<file path="config.mk">
export PLATFORM = sky130hd
export DESIGN_NAME = uart_rx_fifo_wb
export DESIGN_NICKNAME = d
export VERILOG_FILES = /design/src/rtl/uart_rx_fifo_wb.sv
export SDC_FILE = /design/constraint.sdc
export NUM_CORES = 1
export LEC_CHECK = 0
export BUFFER_PORTS_ARGS = -buffer_cell sky130_fd_sc_hd__buf_2
export CAP_MARGIN = 30
export CORE_MARGIN = 2
export CORE_UTILIZATION = 35
export DETAILED_ROUTE_END_ITERATION = 10
export GPL_TIMING_DRIVEN = 0
export MAX_ROUTING_LAYER = met4
export PLACE_DENSITY = 0.63
export SLEW_MARGIN = 30
export SYNTH_ARGS = -nofsm -noshare
export SYNTH_HDL_FRONTEND = slang
export SYNTH_SLANG_ARGS = --single-unit
export TNS_END_PERCENT = 20
</file>
<file path="constraint.sdc">
create_clock -name clk_i -period 7.8 [get_ports clk_i]
set_clock_uncertainty 0.1 [all_clocks]
set_input_delay 1.56 -clock clk_i [delete_from_list [all_inputs] [get_ports clk_i]]
set_output_delay 1.56 -clock clk_i [all_outputs]
set_load 0.01 [all_outputs]
</file>
<file path="src/rtl/uart_rx_fifo_wb.sv">
// uart_rx_fifo_wb: Wishbone-readable receive FIFO placed behind uart_wb.
// It collects the rx_valid_i/rx_byte_i pulses into a circular buffer, exposes
// DATA/STATUS/CTRL registers, and raises a level interrupt once the fill
// level reaches a programmable threshold.
//
// Handshake semantics: a bus transfer is accepted in every cycle where
// wb_cyc_i & wb_stb_i is high (wb_stall_o is tied low, so the slave is
// always ready). Exactly one cycle later wb_ack_o (or wb_err_o for the
// unmapped offset) is high for one cycle, with wb_dat_o valid in that cycle.
// rx_valid_i is a one-cycle "valid" with no back-pressure: a byte that
// arrives while the FIFO is full is dropped and flagged in the sticky
// overflow bit.

module uart_rx_fifo_wb #(
    parameter int          DEPTH_LOG2 = 4,
    parameter logic [31:0] BASE_ADR   = 32'h0000_8018
) (
    input  logic        clk_i,
    input  logic        reset_i,
    input  logic        wb_cyc_i,
    input  logic        wb_stb_i,
    input  logic        wb_we_i,
    input  logic [31:0] wb_adr_i,
    input  logic [31:0] wb_dat_i,
    input  logic [3:0]  wb_sel_i,
    output logic        wb_stall_o,
    output logic        wb_ack_o,
    output logic [31:0] wb_dat_o,
    output logic        wb_err_o,
    input  logic        rx_valid_i,
    input  logic [7:0]  rx_byte_i,
    output logic        irq_o
);

    localparam int DEPTH = 1 << DEPTH_LOG2;
    localparam int PW    = DEPTH_LOG2;
    localparam int CW    = DEPTH_LOG2 + 1;

    localparam logic [CW-1:0] FULL_CNT = CW'(DEPTH);
    localparam logic [CW-1:0] CNT_ONE  = CW'(1);
    localparam logic [PW-1:0] PTR_ONE  = PW'(1);

    localparam logic [1:0] REG_DATA   = 2'd0;
    localparam logic [1:0] REG_STATUS = 2'd1;
    localparam logic [1:0] REG_CTRL   = 2'd2;
    localparam logic [1:0] REG_NONE   = 2'd3;

    localparam logic [31:0] EMPTY_WORD = 32'h8000_0000;

    // FIFO storage and state
    logic [7:0]    mem [DEPTH];
    logic [PW-1:0] wr_ptr;
    logic [PW-1:0] rd_ptr;
    logic [CW-1:0] count;
    logic          overflow;
    logic          irq_en;
    logic [CW-1:0] thresh;

    // next-state values
    logic [PW-1:0] wr_ptr_nxt;
    logic [PW-1:0] rd_ptr_nxt;
    logic [CW-1:0] count_nxt;
    logic          overflow_nxt;
    logic          irq_en_nxt;
    logic [CW-1:0] thresh_nxt;

    // decoded transfer and FIFO events
    logic          accept;
    logic [1:0]    reg_off;
    logic          empty;
    logic          full;
    logic          do_pop;
    logic          do_push;
    logic          do_flush;
    logic          ctrl_wr;
    logic          stat_wr;
    logic [CW-1:0] thresh_wr;
    logic [31:0]   status_word;
    logic [31:0]   ctrl_word;
    logic [31:0]   rdata;

    // Byte selects and address bits outside [3:2] carry no meaning here.
    logic unused_bits;
    assign unused_bits = ^{wb_sel_i, wb_adr_i, wb_dat_i, BASE_ADR};

    assign wb_stall_o = 1'b0;

    // Offsets are taken relative to BASE_ADR so that base+0x0 is DATA even
    // when the base itself has bits [3:2] set; only adr[3:2] participate.
    assign accept   = wb_cyc_i & wb_stb_i;
    assign reg_off  = wb_adr_i[3:2] - BASE_ADR[3:2];
    assign empty    = (count == '0);
    assign full     = (count == FULL_CNT);
    assign ctrl_wr  = accept & wb_we_i & (reg_off == REG_CTRL);
    assign stat_wr  = accept & wb_we_i & (reg_off == REG_STATUS);
    assign do_flush = ctrl_wr & wb_dat_i[31];
    assign do_pop   = accept & ~wb_we_i & (reg_off == REG_DATA) & ~empty;
    // A pop in the same cycle frees the slot a full FIFO needs for the push.
    assign do_push  = rx_valid_i & ~do_flush & (~full | do_pop);
    assign thresh_wr = wb_dat_i[DEPTH_LOG2+8:8];

    // Pack the read-only status word and the readable part of CTRL.
    always_comb begin
        status_word         = '0;
        status_word[CW-1:0] = count;
        status_word[16]     = empty;
        status_word[17]     = full;
        status_word[18]     = overflow;
        ctrl_word           = '0;
        ctrl_word[0]        = irq_en;
        ctrl_word[CW+7:8]   = thresh;
    end

    // Read mux; writes and the unmapped offset return zero.
    always_comb begin
        rdata = '0;
        if (!wb_we_i) begin
            case (reg_off)
                REG_DATA:   rdata = empty ? EMPTY_WORD : {24'b0, mem[rd_ptr]};
                REG_STATUS: rdata = status_word;
                REG_CTRL:   rdata = ctrl_word;
                default:    rdata = '0;
            endcase
        end
    end

    // Next-state for pointers, count, overflow and control fields.
    always_comb begin
        wr_ptr_nxt   = wr_ptr;
        rd_ptr_nxt   = rd_ptr;
        count_nxt    = count;
        overflow_nxt = overflow;
        irq_en_nxt   = irq_en;
        thresh_nxt   = thresh;

        if (do_flush) begin
            wr_ptr_nxt = '0;
            rd_ptr_nxt = '0;
            count_nxt  = '0;
        end else begin
            if (do_push) wr_ptr_nxt = wr_ptr + PTR_ONE;
            if (do_pop)  rd_ptr_nxt = rd_ptr + PTR_ONE;
            count_nxt = count + CW'(do_push) - CW'(do_pop);
        end

        // A STATUS write beats a simultaneous drop; a flush never drops.
        if (stat_wr) begin
            overflow_nxt = 1'b0;
        end else if (rx_valid_i & full & ~do_pop & ~do_flush) begin
            overflow_nxt = 1'b1;
        end

        if (ctrl_wr) begin
            irq_en_nxt = wb_dat_i[0];
            if (thresh_wr == '0) begin
                thresh_nxt = CNT_ONE;
            end else if (thresh_wr > FULL_CNT) begin
                thresh_nxt = FULL_CNT;
            end else begin
                thresh_nxt = thresh_wr;
            end
        end
    end

    // FIFO byte storage; contents need no reset since count gates reads.
    always_ff @(posedge clk_i) begin
        if (do_push) mem[wr_ptr] <= rx_byte_i;
    end

    // FIFO state, control register and interrupt (from next-state values).
    always_ff @(posedge clk_i or negedge reset_i) begin
        if (!reset_i) begin
            wr_ptr   <= '0;
            rd_ptr   <= '0;
            count    <= '0;
            overflow <= 1'b0;
            irq_en   <= 1'b0;
            thresh   <= CNT_ONE;
            irq_o    <= 1'b0;
        end else begin
            wr_ptr   <= wr_ptr_nxt;
            rd_ptr   <= rd_ptr_nxt;
            count    <= count_nxt;
            overflow <= overflow_nxt;
            irq_en   <= irq_en_nxt;
            thresh   <= thresh_nxt;
            irq_o    <= irq_en_nxt & (count_nxt >= thresh_nxt);
        end
    end

    // Registered bus response, one cycle after accept; data holds otherwise.
    always_ff @(posedge clk_i or negedge reset_i) begin
        if (!reset_i) begin
            wb_ack_o <= 1'b0;
            wb_err_o <= 1'b0;
            wb_dat_o <= '0;
        end else begin
            wb_ack_o <= accept & (reg_off != REG_NONE);
            wb_err_o <= accept & (reg_off == REG_NONE);
            if (accept) wb_dat_o <= rdata;
        end
    end

endmodule

</file>
==> reports/metrics.csv <==
metric,value,unit
cts_sinks,168,
core,20000,um2
worst_slew_pin_slew,931,ps
slew_headroom,37.1,%
drive_above_1_share,29.9,%
synth.distinct_cells,52,
grt_pass1_wl,22200,um
rsz0062_at_grt,false,
post_cts_buffers,0,
ys_ff_latch,168,
p_sw_share,30.6,%
final_max_slew_viol_count,0,
io_buffer_count,40,
synth_seq_area_share,68.2,%
cts_buffers,17,
grt-ovfl-total,0,
p_comb_share,25.5,%
grt_pass1_vias,3837,
pre_cts_ws,2810,ps
async_flop_share,23.8,%
num_antenna_cells,0,
p_int,1.79,mW
rows,52,
ctsLongestPathBuffers,2,
drtPass1Iterations,4,
final_nets,587,
htree_levels,4,
startpoint_type,input pin,
hpwl,9830,um
crit_fanout,7,
grt_max_degree,41,
hold_buffers,0,
start_util,35.4,%
crit_path_end_kind,flop,
post_synth.cell_area_avg,17.3,um2
switchingPower,787,uW
wirelength,14400,um
powerDensity,310,nW/um2
hp-class,reg -> reg,
ys.flop_type,edfxtp_1,
syn_inst,410,
fp.dieH,146,um
syn2layout_area_growth,17.0,%
fin_area,8310,um2
critPathKind,in -> reg,
post-route-drc-count,0,
grt_usage,14.3,%
fin_crit_sh,58.7,%
synth-edff-count,128,
first_iter_violations,349,
clock_tree.root_cell,clkbuf_16,
setup_viol,0,
syn-cell-area,7100,um2
antenna_found_initial,0,
min_period,4580,ps
p_total,2.57,mW
tritoncts,yes,
vdd_ir_drop_max,0.000177,V
clk_pin_slew_worst_paths,60,ps
synth_warnings,0,
fillers,1852,
antenna_left,0,
run_status,finished clean,
die_w,146,um
p_seq_share,44.1,%
place.gp.congestion,0.853,
leakage,3.10,nW
design.die.area,21400,um2
arrival,4770,ps
final_cell_mix,"edfxtp_1, buf_2, dfrtp_1, mux4_2, mux2i_1",
dr_total_vias,3834,
clk-insertion-delay-late,420,ps
placed_cell_area,7740,um2
final_common_cell,edfxtp_1,
worst_slack,3220,ps
viasPerCell,4.97,
clkPwrFrac,30.4,%
tns,0,ps
timing.final.hold_violations,0,
cp.required,7990,ps
ios,118,
cap_violations,0,
clock.fmax,218,MHz
cts_resized,0,
wl_per_cell,18.7,um
## area by class of cell
type	instances	area [um2]	area share, %
Timing Repair Buffer	44	228	2.74
Clock buffer	19	433	5.21
Multi-Input combinational cell	200	2040	24.5
Clock inverter	13	109	1.31
Sequential cell	168	4850	58.3
Buffer	35	225	2.71
Inverter	22	90.1	1.08
Tap cell	270	338	4.07
## state kept, by name, indices dropped and copies added (netlist names)
register / flops
mem: 128
irq_en: 1
wb_ack_o: 1
count: 5
thresh: 5
rd_ptr: 4
irq_o: 1
wb_err_o: 1
wb_dat_o: 17
wr_ptr: 4
overflow: 1
## worst max-delay path, cell delays in order
cell and delay [ps]:
buf_2 100, nand2_2 120, or4b_4 590, and3_1 220, buf_6 150, inv_8 80, ha_1 120, inv_1 40
ha_1 190, inv_1 70, fa_1 190, inv_1 50, a21oi_1 140, nor2_1 60, or3_1 340, a21oi_1 240
ha_1 290, a21oi_1 140, a21boi_0 100
## final timing paths
check                          start           end  slack (ps)  depth (start not counted)
max reg2reg                 count[2]         irq_o        3830                         17
max                         wb_cyc_i         irq_o        3220                         19
min in group asynchronous    reset_i      wb_ack_o        1010                          1
max in group asynchronous    reset_i      overflow        6210                          1
min                        thresh[4]  wb_dat_o[12]         390                          1
min reg2reg                thresh[4]  wb_dat_o[12]         390                          1
## synth_stat cells (all sizes together), types with 2 or more instances
cell    instances  share of area [%]
edfxtp        128                 54
dfrtp          39                 14
mux4           32                 10
buf            28                2.7
mux2i          23                3.2
inv            22                1.3
ha             16                2.8
nor2           15               0.79
nand2          11               0.62
a22o            8               0.99
and2            8               0.70
o221ai          8               0.99
a21oi           7               0.49
clkbuf          7               0.42
nor4            6               0.74
nor3b           5               0.67
a22oi           4               0.42
nor2b           4               0.35
xor2            4               0.49
a31oi           3               0.26
nand2b          3               0.37
nor3            3               0.28
xnor2           3               0.37
nand3           2               0.14
nand4           2               0.18
nor4b           2               0.33
o21ai           2               0.14
o31ai           2               0.21
## stage by stage
| stage | std cells | util [%] | hold WS (ps) |
|---|---|---|---|
| floorplan | 425 | - | 365 |
| global placement | 735 | 38.4 | 373 |
| detailed placement | 739 | 38.6 | 380 |
| CTS | 771 | 41.4 | 395 |
| global route | 771 | 41.4 | 413 |
| finish | 771 | 41.4 | 392 |
## per-layer routing
metal  track usage (%)  up-vias  share of wire [%]  wire length [um]
li1                  -     1709                  -                 -
met1              19.2     1957                 44              6400
met2              21.2      150                 47              6790
met5                 -        -                  0                 0
met4              4.81        0                1.7               251
met3              3.97       18                6.8               982
## power by group through the flow
stage | logic, mW | clock network (mW) | registers (mW)
CTS | 0.659 | 0.792 | 1.14
global placement | 0.623 | 0 | 1.15
finish | 0.655 | 0.782 | 1.14
floorplan | 0.466 | 0 | 1.14
global route | 0.727 | 0.833 | 1.15
detailed placement | 0.657 | 0 | 1.15
## kinds of logic after synthesis
group | count (synthesis) | share of synthesized area (%)
fa+ha+maj | 17 | 3.10
compound gates | 39 | 4.05
simple gates | 65 | 5.69
mux | 56 | 13.6
flops | 168 | 68.2
other cells | 1 | 0.0528
buf+inv | 57 | 4.44
xor+xnor | 7 | 0.863
No activity file was read; power rests on OpenSTA's default activity.
